### src/rtl/core_bus_adapter.sv
// Queues core requests in a small FIFO and replays each as a level-held mem_read/mem_write
// strobe with a bounded wait. Optional counters behind CORE_BUS_ADAPTER_STATS_EN.
module core_bus_adapter #(
  parameter int unsigned ADDR_WIDTH     = 32,
  parameter int unsigned DATA_WIDTH     = 32,
  parameter int unsigned FIFO_DEPTH     = 4,
  parameter int unsigned TIMEOUT_CYCLES = 1024
) (
  input  logic                  clk,
  input  logic                  reset,
  input  logic                  req_valid,
  output logic                  req_ready,
  input  logic                  req_we,
  input  logic [ADDR_WIDTH-1:0] req_addr,
  input  logic [DATA_WIDTH-1:0] req_wdata,
  output logic                  rsp_valid,
  output logic                  rsp_write,
  output logic                  rsp_err,
  output logic [DATA_WIDTH-1:0] rsp_rdata,
  input  logic                  flush,
  output logic                  mem_read,
  output logic                  mem_write,
  output logic [ADDR_WIDTH-1:0] mem_address,
  output logic [DATA_WIDTH-1:0] mem_write_data,
  input  logic                  mem_response,
  input  logic [DATA_WIDTH-1:0] mem_read_data,
  output logic                  busy
`ifdef CORE_BUS_ADAPTER_STATS_EN
  ,
  output logic [15:0]           stat_reads,
  output logic [15:0]           stat_writes,
  output logic [15:0]           stat_timeouts
`endif
);

  localparam int unsigned IdxW = $clog2(FIFO_DEPTH);
  localparam int unsigned PtrW = IdxW + 1;
  localparam int unsigned CntW = $clog2(TIMEOUT_CYCLES + 1);
  localparam logic [CntW-1:0] CntLast = CntW'(TIMEOUT_CYCLES - 1);

  localparam logic [1:0] StIdle   = 2'd0;
  localparam logic [1:0] StActive = 2'd1;
  localparam logic [1:0] StResp   = 2'd2;

  logic [ADDR_WIDTH-1:0] fifo_addr_q  [FIFO_DEPTH];
  logic [DATA_WIDTH-1:0] fifo_wdata_q [FIFO_DEPTH];
  logic                  fifo_we_q    [FIFO_DEPTH];

  logic [PtrW-1:0]       wr_ptr_q, wr_ptr_d, rd_ptr_q, rd_ptr_d;
  logic                  req_ready_q, req_ready_d;
  logic [1:0]            state_q, state_d;
  logic                  we_q, we_d, err_q, err_d;
  logic [ADDR_WIDTH-1:0] addr_q, addr_d;
  logic [DATA_WIDTH-1:0] wdata_q, wdata_d, rdata_q, rdata_d;
  logic [CntW-1:0]       cnt_q, cnt_d;

  logic empty, full_d, push, pop;

  assign empty = (wr_ptr_q == rd_ptr_q);
  // Flush drops both the same-cycle push and any pop of a queued entry.
  assign push  = req_valid && req_ready_q && !flush;
  assign pop   = (state_q == StIdle) && !empty && !flush;

  always_comb begin
    wr_ptr_d    = wr_ptr_q + PtrW'(push);
    rd_ptr_d    = flush ? wr_ptr_q : rd_ptr_q + PtrW'(pop);
    full_d      = (wr_ptr_d[PtrW-1] != rd_ptr_d[PtrW-1]) &&
                  (wr_ptr_d[IdxW-1:0] == rd_ptr_d[IdxW-1:0]);
    req_ready_d = !full_d;
  end

  always_ff @(posedge clk) begin
    if (push) begin
      fifo_addr_q[wr_ptr_q[IdxW-1:0]]  <= req_addr;
      fifo_wdata_q[wr_ptr_q[IdxW-1:0]] <= req_wdata;
      fifo_we_q[wr_ptr_q[IdxW-1:0]]    <= req_we;
    end
  end

  always_comb begin
    state_d = state_q;
    we_d    = we_q;
    addr_d  = addr_q;
    wdata_d = wdata_q;
    err_d   = err_q;
    rdata_d = rdata_q;
    cnt_d   = cnt_q;
    case (state_q)
      StIdle: begin
        if (pop) begin
          we_d    = fifo_we_q[rd_ptr_q[IdxW-1:0]];
          addr_d  = fifo_addr_q[rd_ptr_q[IdxW-1:0]];
          wdata_d = fifo_wdata_q[rd_ptr_q[IdxW-1:0]];
          cnt_d   = '0;
          state_d = StActive;
        end
      end
      StActive: begin
        cnt_d = cnt_q + CntW'(1);
        // A response in the timeout cycle still counts as a normal completion.
        if (mem_response) begin
          err_d   = 1'b0;
          rdata_d = we_q ? '0 : mem_read_data;
          state_d = StResp;
        end else if (cnt_q == CntLast) begin
          err_d   = 1'b1;
          rdata_d = '0;
          state_d = StResp;
        end
      end
      StResp:  state_d = StIdle;
      default: state_d = StIdle;
    endcase
  end

  always_ff @(posedge clk or negedge reset) begin
    if (!reset) begin
      wr_ptr_q    <= '0;
      rd_ptr_q    <= '0;
      req_ready_q <= 1'b1;
      state_q     <= StIdle;
      we_q        <= 1'b0;
      addr_q      <= '0;
      wdata_q     <= '0;
      err_q       <= 1'b0;
      rdata_q     <= '0;
      cnt_q       <= '0;
    end else begin
      wr_ptr_q    <= wr_ptr_d;
      rd_ptr_q    <= rd_ptr_d;
      req_ready_q <= req_ready_d;
      state_q     <= state_d;
      we_q        <= we_d;
      addr_q      <= addr_d;
      wdata_q     <= wdata_d;
      err_q       <= err_d;
      rdata_q     <= rdata_d;
      cnt_q       <= cnt_d;
    end
  end

  assign req_ready      = req_ready_q;
  assign mem_read       = (state_q == StActive) && !we_q;
  assign mem_write      = (state_q == StActive) && we_q;
  assign mem_address    = addr_q;
  assign mem_write_data = wdata_q;
  assign rsp_valid      = (state_q == StResp);
  assign rsp_write      = rsp_valid && we_q;
  assign rsp_err        = rsp_valid && err_q;
  assign rsp_rdata      = rdata_q;
  assign busy           = !empty || (state_q != StIdle);

`ifdef CORE_BUS_ADAPTER_STATS_EN
  logic [15:0] reads_q, reads_d, writes_q, writes_d, tmo_q, tmo_d;

  always_comb begin
    reads_d  = reads_q;
    writes_d = writes_q;
    tmo_d    = tmo_q;
    if (state_q == StResp) begin
      if (err_q) begin
        if (tmo_q != 16'hFFFF) tmo_d = tmo_q + 16'd1;
      end else if (we_q) begin
        if (writes_q != 16'hFFFF) writes_d = writes_q + 16'd1;
      end else begin
        if (reads_q != 16'hFFFF) reads_d = reads_q + 16'd1;
      end
    end
  end

  always_ff @(posedge clk or negedge reset) begin
    if (!reset) begin
      reads_q  <= '0;
      writes_q <= '0;
      tmo_q    <= '0;
    end else begin
      reads_q  <= reads_d;
      writes_q <= writes_d;
      tmo_q    <= tmo_d;
    end
  end

  assign stat_reads    = reads_q;
  assign stat_writes   = writes_q;
  assign stat_timeouts = tmo_q;
`endif

endmodule

### config.mk
export PLATFORM = sky130hd
export DESIGN_NAME = core_bus_adapter
export DESIGN_NICKNAME = d
export VERILOG_FILES = /design/src/rtl/core_bus_adapter.sv
export SDC_FILE = /design/constraint.sdc
export NUM_CORES = 1
export LEC_CHECK = 0
export ABC_AREA = 1
export BUFFER_PORTS_ARGS = -buffer_cell sky130_fd_sc_hd__buf_2
export CAP_MARGIN = 20
export CORE_MARGIN = 4
export CORE_UTILIZATION = 41
export CTS_BUF_LIST = sky130_fd_sc_hd__clkbuf_4 sky130_fd_sc_hd__clkbuf_8
export DETAILED_ROUTE_END_ITERATION = 10
export GPL_TIMING_DRIVEN = 0
export PLACE_DENSITY = 0.68
export SYNTH_ARGS = -nofsm -noshare
export SYNTH_HDL_FRONTEND = slang
export SYNTH_SLANG_ARGS = --single-unit
### constraint.sdc
create_clock -name clk -period 9.7 [get_ports clk]
set_clock_uncertainty 0.2 [all_clocks]
set_input_delay 1.455 -clock clk [delete_from_list [all_inputs] [get_ports clk]]
set_output_delay 1.455 -clock clk [all_outputs]
set_load 0.01 [all_outputs]
==> results of run 1 <==
layout make-up:
class	instances	share of cell area
flip-flops and latches	378	0.5991
multi-input cells	802	0.1948
repair buffers	232	0.07621
clock buffers	89	0.06227
well taps	461	0.03211
plain buffers	72	0.02041
clock inverters	22	0.01010
inverters	23	0.004806
diodes	1	0.0001393
cells in the mapped netlist:
master / instances / area, um^2
nand2_1: 307 / 1152
edfxtp_1: 260 / 7807
nor2_1: 214 / 803.3
o21ai_0: 158 / 790.8
dfrtp_1: 117 / 2928
o21ai_1: 39 / 195.2
nand4_1: 34 / 212.7
buf_2: 33 / 165.2
clkbuf_1: 26 / 97.59
nand3_1: 25 / 125.1
inv_1: 17 / 63.81
buf_4: 8 / 60.06
ha_1: 5 / 62.56
inv_2: 5 / 18.77
nor3_1: 5 / 25.02
xor2_1: 5 / 43.79
buf_6: 3 / 33.78
a21o_1: 2 / 15.01
clkbuf_2: 2 / 10.01
nor2_2: 2 / 12.51
and3_1: 1 / 6.260
clkinv_1: 1 / 3.750
dfstp_2: 1 / 26.28
nand2_2: 1 / 6.260
o21bai_1: 1 / 7.510
o22ai_1: 1 / 6.260
or2_2: 1 / 6.260
xnor2_1: 1 / 8.760
logic make-up (layout without fill, tap and decap cells):
| group | after synthesis | count (layout) | share of synthesized area |
|---|---|---|---|
| flops | 378 | 378 | 0.7324 |
| compound gates | 201 | 201 | 0.06906 |
| xor+xnor | 6 | 6 | 0.003576 |
| fa+ha+maj | 5 | 5 | 0.004257 |
| other cells | 0 | 1 | 0 |
| simple gates | 590 | 590 | 0.1599 |
| buf+inv | 95 | 438 | 0.03082 |
sequential cells by signal (all words and copies together), names as in the netlist:
register / count
err_q: 1
state_q: 2
fifo_addr_q: 128
mem_write_data: 32
rd_ptr_q: 3
cnt_q: 11
mem_address: 32
wr_ptr_q: 3
rsp_rdata: 32
we_q: 1
fifo_we_q: 4
req_ready: 1
fifo_wdata_q: 128
worst max-delay path: stages, from the launching register on:
cell and delay [ns]:
dfrtp_1 0.38, inv_2 0.06, nor2_2 0.33, inv_2 0.10, clkbuf_1 0.26, nor2_1 0.17
buf_2 0.15
power breakdown:
group / total, W / leakage (nW) / switching, W / internal, W
logic: 0.00174 / 3.09 / 0.00116 / 0.000584
registers: 0.00222 / 3.85 / 0.000155 / 0.00206
clock network: 0.00144 / 0.699 / 0.000619 / 0.000818
how the worst max path moves through the flow:
stage          startpoint             endpoint  slack [ns]  cells past startpoint
5_1_grt        state_q[0]             mem_read        5.73                      6
2_1_floorplan       flush    fifo_addr_q[2][0]        2.80                      3
3_3_place_gp        flush    fifo_addr_q[3][7]       -0.96                      4
6_report       state_q[0]             mem_read        5.97                      6
3_5_place_dp        flush  fifo_wdata_q[3][31]        5.74                      8
4_1_cts        state_q[0]             mem_read        5.87                      6
through the flow:
stage               instances  setup slack, ns
floorplan                1275            2.804
global placement         1939          -0.9555
detailed placement       1968            5.741
CTS                      2079            5.870
global route             2079            5.727
finish                   2080            5.970
placed cells by master, fill, tap and decap left out, drive strengths merged, types with 3 or more instances in the layout:
| cell type | instances |
|---|---|
| clkbuf | 117 |
| o21ai | 197 |
| bufinv | 3 |
| nor3 | 5 |
| nand2 | 308 |
| nor2 | 216 |
| xor2 | 5 |
| dfrtp | 117 |
| nand4 | 34 |
| nand3 | 25 |
| inv | 22 |
| ha | 5 |
| buf | 276 |
| edfxtp | 260 |
| clkinv | 20 |
per-layer routing:
| metal | up-vias | global-route usage | wire (um) |
|---|---|---|---|
| li1 | 4964 | - | - |
| met1 | 5036 | 0.2400 | 15470 |
| met2 | 321 | 0.3059 | 17570 |
| met3 | 62 | 0.04742 | 2605 |
| met4 | 6 | 0.06471 | 878 |
| met5 | - | 0 | 34 |
==> out/metrics.csv, run 1 <==
metric,value,unit
gr usage total,0.1854,
fillcell total,3161,
flop-to-flop setup slack,6.97,ns
Max Root-Sink Buffers,3,
RR Endpoint,fifo_addr_q[3][13],
largest net degree at the start of global routing,83,
CTS Root Cell,clkbuf_8,
hpwl dp,24860,um
Post-Synthesis Cells,1275,
"Slew Viols, Final",0,
layout cells sized above 1,0.2454,
CP Data Required Time,8.05,ns
setup_tns,0,ns
Port Buffers,203,
GPL Wtd Cong,0.8457,
Util after Layout,0.5062,
WL/cell,17.58,um
Die Area,38930,um^2
Final nets,1676,
Final Hold Fails,0,
Hold/Removal Path Class,reg2reg,
clock sink count,378,
Hold WS,0.2651,ns
Post-CTS Setup Repair Bufs,0,
Synth Cell Area,14690,um^2
Post-Route WL,36560,um
Storage cell area,10760,um^2
"Reg clk slew, reported paths",0.06,ns
Rows,69,
DRT antenna net count,0,
Power Total,0.005397,W
Die Ht,197.3,um
CTS resizes,0,
starting density of the core,0.4141,
IO Count,205,
multi-input logic area,3500,um^2
minimum clock period,3.730,ns
Final Setup Violations,0,
Final Instance Area,17960,um^2
CTS tree,built,
CP endpoint kind,output port,
Ys Warns,0,
Rel. slew slack,0.3744,
CTS Buf Count,60,
Crit Path Class,reg2out,
pwr/cell area,300.5,nW/um^2
launch point of the worst reg-to-reg path,req_ready,
Netlist cell types,28,
Die W,197.3,um
Iter 0 DRT Violations,646,
P&R area growth vs syn,22.24,%
hold path startpoint,rsp_rdata[8],
worst-margin pin slew,0.9334,ns
syn_area_per_cell,11.52,um^2
status,"complete, no violations",
Worst Hold Path Cells,2,
number of global-route vias before repair,10460,
period utilization,0.3845,
Leakage,7.639,nW
fmax,0.2681,GHz
clock insertion delay at the later pin of the skew report,0.62,ns
Initial DRT Pass Iterations,7,
register area share after synthesis,0.7324,
first-pass GRT wire length,57040,um
hold_buf cts,0,
Worst Hold End,rsp_rdata[8],
syn nets,1382,
Max-Cap Viols,0,
Vias,10390,
total grt overflow,0,
Worst Path Max Fanout,10,
drt drc,0,
Critical Path Source Type,register,
Clock H-tree levels,2,
dpl cell area,16660,um^2
Via density,4.995,
Max IR drop VDD,141.9,uV
unrepaired setup endpoints after global routing,no,
CP Data Arrival Time,2.07,ns
R2R depth,6,
Yosys reg bits,378,
initial antenna violation count,5,
Core ar.,35480,um^2
Power figures use the tool's default switching activity.
==> run 2: changes to the inputs <==
- ABC_AREA: 1 -> 0
- PLACE_DENSITY: 0.68 -> 0.71
- clock period: 9.7 -> 3.15 ns (I/O delays scaled with it)
==> out/metrics.csv, run 2 <==
metric,value,unit,change
first-pass GRT wire length,48370,um,-15%
Comb power frac,0.303,,-0.020
Max-Cap Viols,0,,unchanged
"Slew Viols, Final",0,,unchanged
P&R area growth vs syn,29.14,%,
clock insertion delay at the later pin of the skew report,0.63,ns,about the same
minimum clock period,2.717,ns,
largest net degree at the start of global routing,74,,-11%
ant diodes,0,,-1
pwr/cell area,883.7,nW/um^2,+190%
WL/cell,19.66,um,+12%
Crit Path Class,reg2reg,,
Final nets,1151,,-31%
"commonest non-fill, non-tap cells in the layout","edfxtp_1, buf_2, dfrtp_1, dlygate4sd3_1, clkbuf_8",,
synth top area cells,"edfxtp_1, dfrtp_1, mux4_2",,
Port Buffers,203,,unchanged
unrepaired setup endpoints after global routing,no,,
Post-Synthesis Cells,667,,-48%
"Largest delay share family, worst path",simple AND/OR/NAND/NOR gates,,
syn_area_per_cell,21.20,um^2,+84%
Post-Route WL,30360,um,-17%
DRT antenna net count,0,,unchanged
Netlist cell types,43,,+54%
post-synth top area share,0.5522,,+0.02083
total grt overflow,0,,unchanged
Post-synth ARST share,0.3122,,unchanged
most numerous cell in the Yosys netlist,edfxtp_1,,
"Reg clk slew, reported paths",0.06,ns,about the same
CTS Root Cell,clkbuf_8,,
Power Total,0.01614,W,+200%
CTS tree,built,,
Final Setup Violations,0,,unchanged
layout cells sized above 1,0.4635,,+0.2181
CTS Buf Count,60,,unchanged
Net Sw Power,0.004810,W,+150%
Final Hold Fails,0,,unchanged
Hold/Removal Path Class,in2reg,,
Yosys reg bits,378,,unchanged
IO Count,205,,unchanged
gr usage total,0.1644,,-0.02098
CP Data Arrival Time,3.06,ns,+0.99 ns
Leakage,7.039,nW,-7.9%
fmax,0.3681,GHz,
Clock H-tree levels,2,,unchanged
clock share of power,0.267,,about the same
Ys Warns,0,,unchanged
Vias,7623,,-27%
cells along the critical path,xor2_1 -> nor3_4 -> nor2_8 -> buf_6 -> ha_1 -> ha_1 -> xnor2_1 -> o21ai_0 -> xor2_1 -> nand3_1,,
Post-Layout Cell Count,1544,,-26%
register area share after synthesis,0.7611,,+0.02871
sw frac,0.2981,,-0.06010
Iter 0 DRT Violations,333,,-48%
clock sink count,378,,unchanged
worst-margin pin slew,0.8528,ns,-0.08060 ns
flop-to-flop setup slack,0.43,ns,-6.54 ns
Die Ht,193.7,um,-1.8%
Pint,0.01133,W,+230%
Rel. slew slack,0.4301,,+0.05577
number of global-route vias before repair,8395,,-20%
Via density,4.937,,-1.2%
"Buf+Inv Stages, Crit Path",1,,-3
status,"complete, no violations",,
Synth Cell Area,14140,um^2,-3.8%
Core ar.,33780,um^2,-4.8%
drt drc,0,,unchanged
dpl cells,1330,,-32%
Die Area,37520,um^2,-3.6%
Rows,67,,-2.9%
part of the power in registers,0.429,,+0.018
Initial DRT Pass Iterations,4,,-3
period utilization,0.8625,,
CP Data Required Time,3.49,ns,-4.56 ns
CP endpoint kind,register,,
Max Root-Sink Buffers,3,,unchanged
hpwl dp,18950,um,-24%
GPL Wtd Cong,0.8216,,-2.8%
cell taking the most area after synthesis,edfxtp_1,,
synth cell count leaders,"edfxtp_1, dfrtp_1, mux4_2, mux2_2, a22o_2",,
Die W,193.7,um,-1.8%
"most common cell after layout, fill and taps aside",edfxtp_1,,
Max IR drop VDD,700.0,uV,+390%
Critical Path Source Type,register,,
max incr delay on CP,0.55,ns,+0.17 ns
"Top FF cell, synth",edfxtp_1,,
"EDFF count, synth",260,,unchanged
starting density of the core,0.4185,,+0.004421
syn nets,774,,-44%
Slowest cell on crit path,dfrtp_1,,
Worst Path Max Fanout,10,,unchanged
initial antenna violation count,0,,-5
[run 2: cell types whose count changed after synthesis, moves of 18 or more]
cell | previous run | this run
a22o_2 | 0 | 28
buf_2 | 33 | 5
clkbuf_1 | 26 | 8
mux2_2 | 0 | 60
mux4_2 | 0 | 65
nand2_1 | 307 | 17
nand3_1 | 25 | 3
nand4_1 | 34 | 2
nor2_1 | 214 | 17
o21ai_0 | 158 | 4
o21ai_1 | 39 | 0
[run 2: routing by layer]
| layer | vias to the layer above | part of all wire | GRT usage | wire (um) |
|---|---|---|---|---|
| met3 | 58 | 0.068 | 0.04744 | 2071 |
| met1 | 3873 | 0.41 | 0.2079 | 12450 |
| met2 | 240 | 0.49 | 0.2717 | 15020 |
| met5 | - | 0 | 0 | 0 |
| li1 | 3452 | - | - | - |
| met4 | 0 | 0.027 | 0.06163 | 816 |
[run 2: final cells by class]
| class | instances | area (um^2) |
|---|---|---|
| fill | 2634 | 15520 |
| timing repair buffer | 315 | 2237 |
| tap | 448 | 560.5 |
| multi-input combinational | 256 | 3169 |
| clock inverter | 33 | 245.2 |
| inverter | 3 | 11.26 |
| sequential | 378 | 10760 |
| clock buffer | 81 | 1040 |
| buffer | 30 | 235.2 |
[run 2: stage by stage]
stage | util | setup TNS, ns | hold WS, ns | setup WS, ns | cell area [um^2]
CTS | 0.5405 | 0 | 0.06408 | 0.3839 | 18260
detailed placement | 0.4728 | 0 | 0.2694 | 0.3520 | 15970
floorplan | - | -15.08 | -0.02309 | -0.2321 | 14170
global placement | 0.4662 | -324.28 | 0.2615 | -2.164 | 15750
finish | 0.5405 | 0 | 0.1234 | 0.4333 | 18260
global route | 0.5405 | 0 | 0.09481 | 0.1796 | 18260
[run 2: worst min-delay path, stage by stage]
cell and delay, ns:
buf_2 0.10, nand2_2 0.10, nor4_4 0.10
[run 2: power groups by stage]
stage	Combinational [W]	Clock, W	Sequential, W
global route	0.00535	0.00472	0.00704
detailed placement	0.00490	0	0.00702
global placement	0.00474	0	0.00701
finish	0.00489	0.00432	0.00693
floorplan	0.00291	0	0.00723
CTS	0.00502	0.00446	0.00693
[run 2: kinds of logic (layout without fill, tap and decap cells)]
group,Yosys count,in the layout,share of synthesized area
flip-flops,378,378,0.7611
multiplexers,133,133,0.1576
AND/OR/NAND/NOR,62,62,0.02442
AO/OA/AOI/OAI,45,45,0.02823
buffers and inverters,33,462,0.01743
XOR/XNOR,11,11,0.006813
adder cells (fa/ha/maj),5,5,0.004424
[run 2: timing repair]
item,4_1_cts,5_1_grt
hold buffers,100,0
hold endpoints to repair,340,0
setup buffers,0,0
gates resized for setup,0,0
[run 2: final timing paths]
check / startpoint / end / cells after the start
hold / removal: req_valid / fifo_wdata_q[0][11] / 3
setup reg to reg: wr_ptr_q[1] / req_ready / 10
min in group asynchronous: reset / mem_write_data[5] / 2
setup / recovery: wr_ptr_q[1] / req_ready / 10
hold reg to reg: cnt_q[9] / cnt_q[9] / 1
max in group asynchronous: reset / mem_write_data[17] / 3
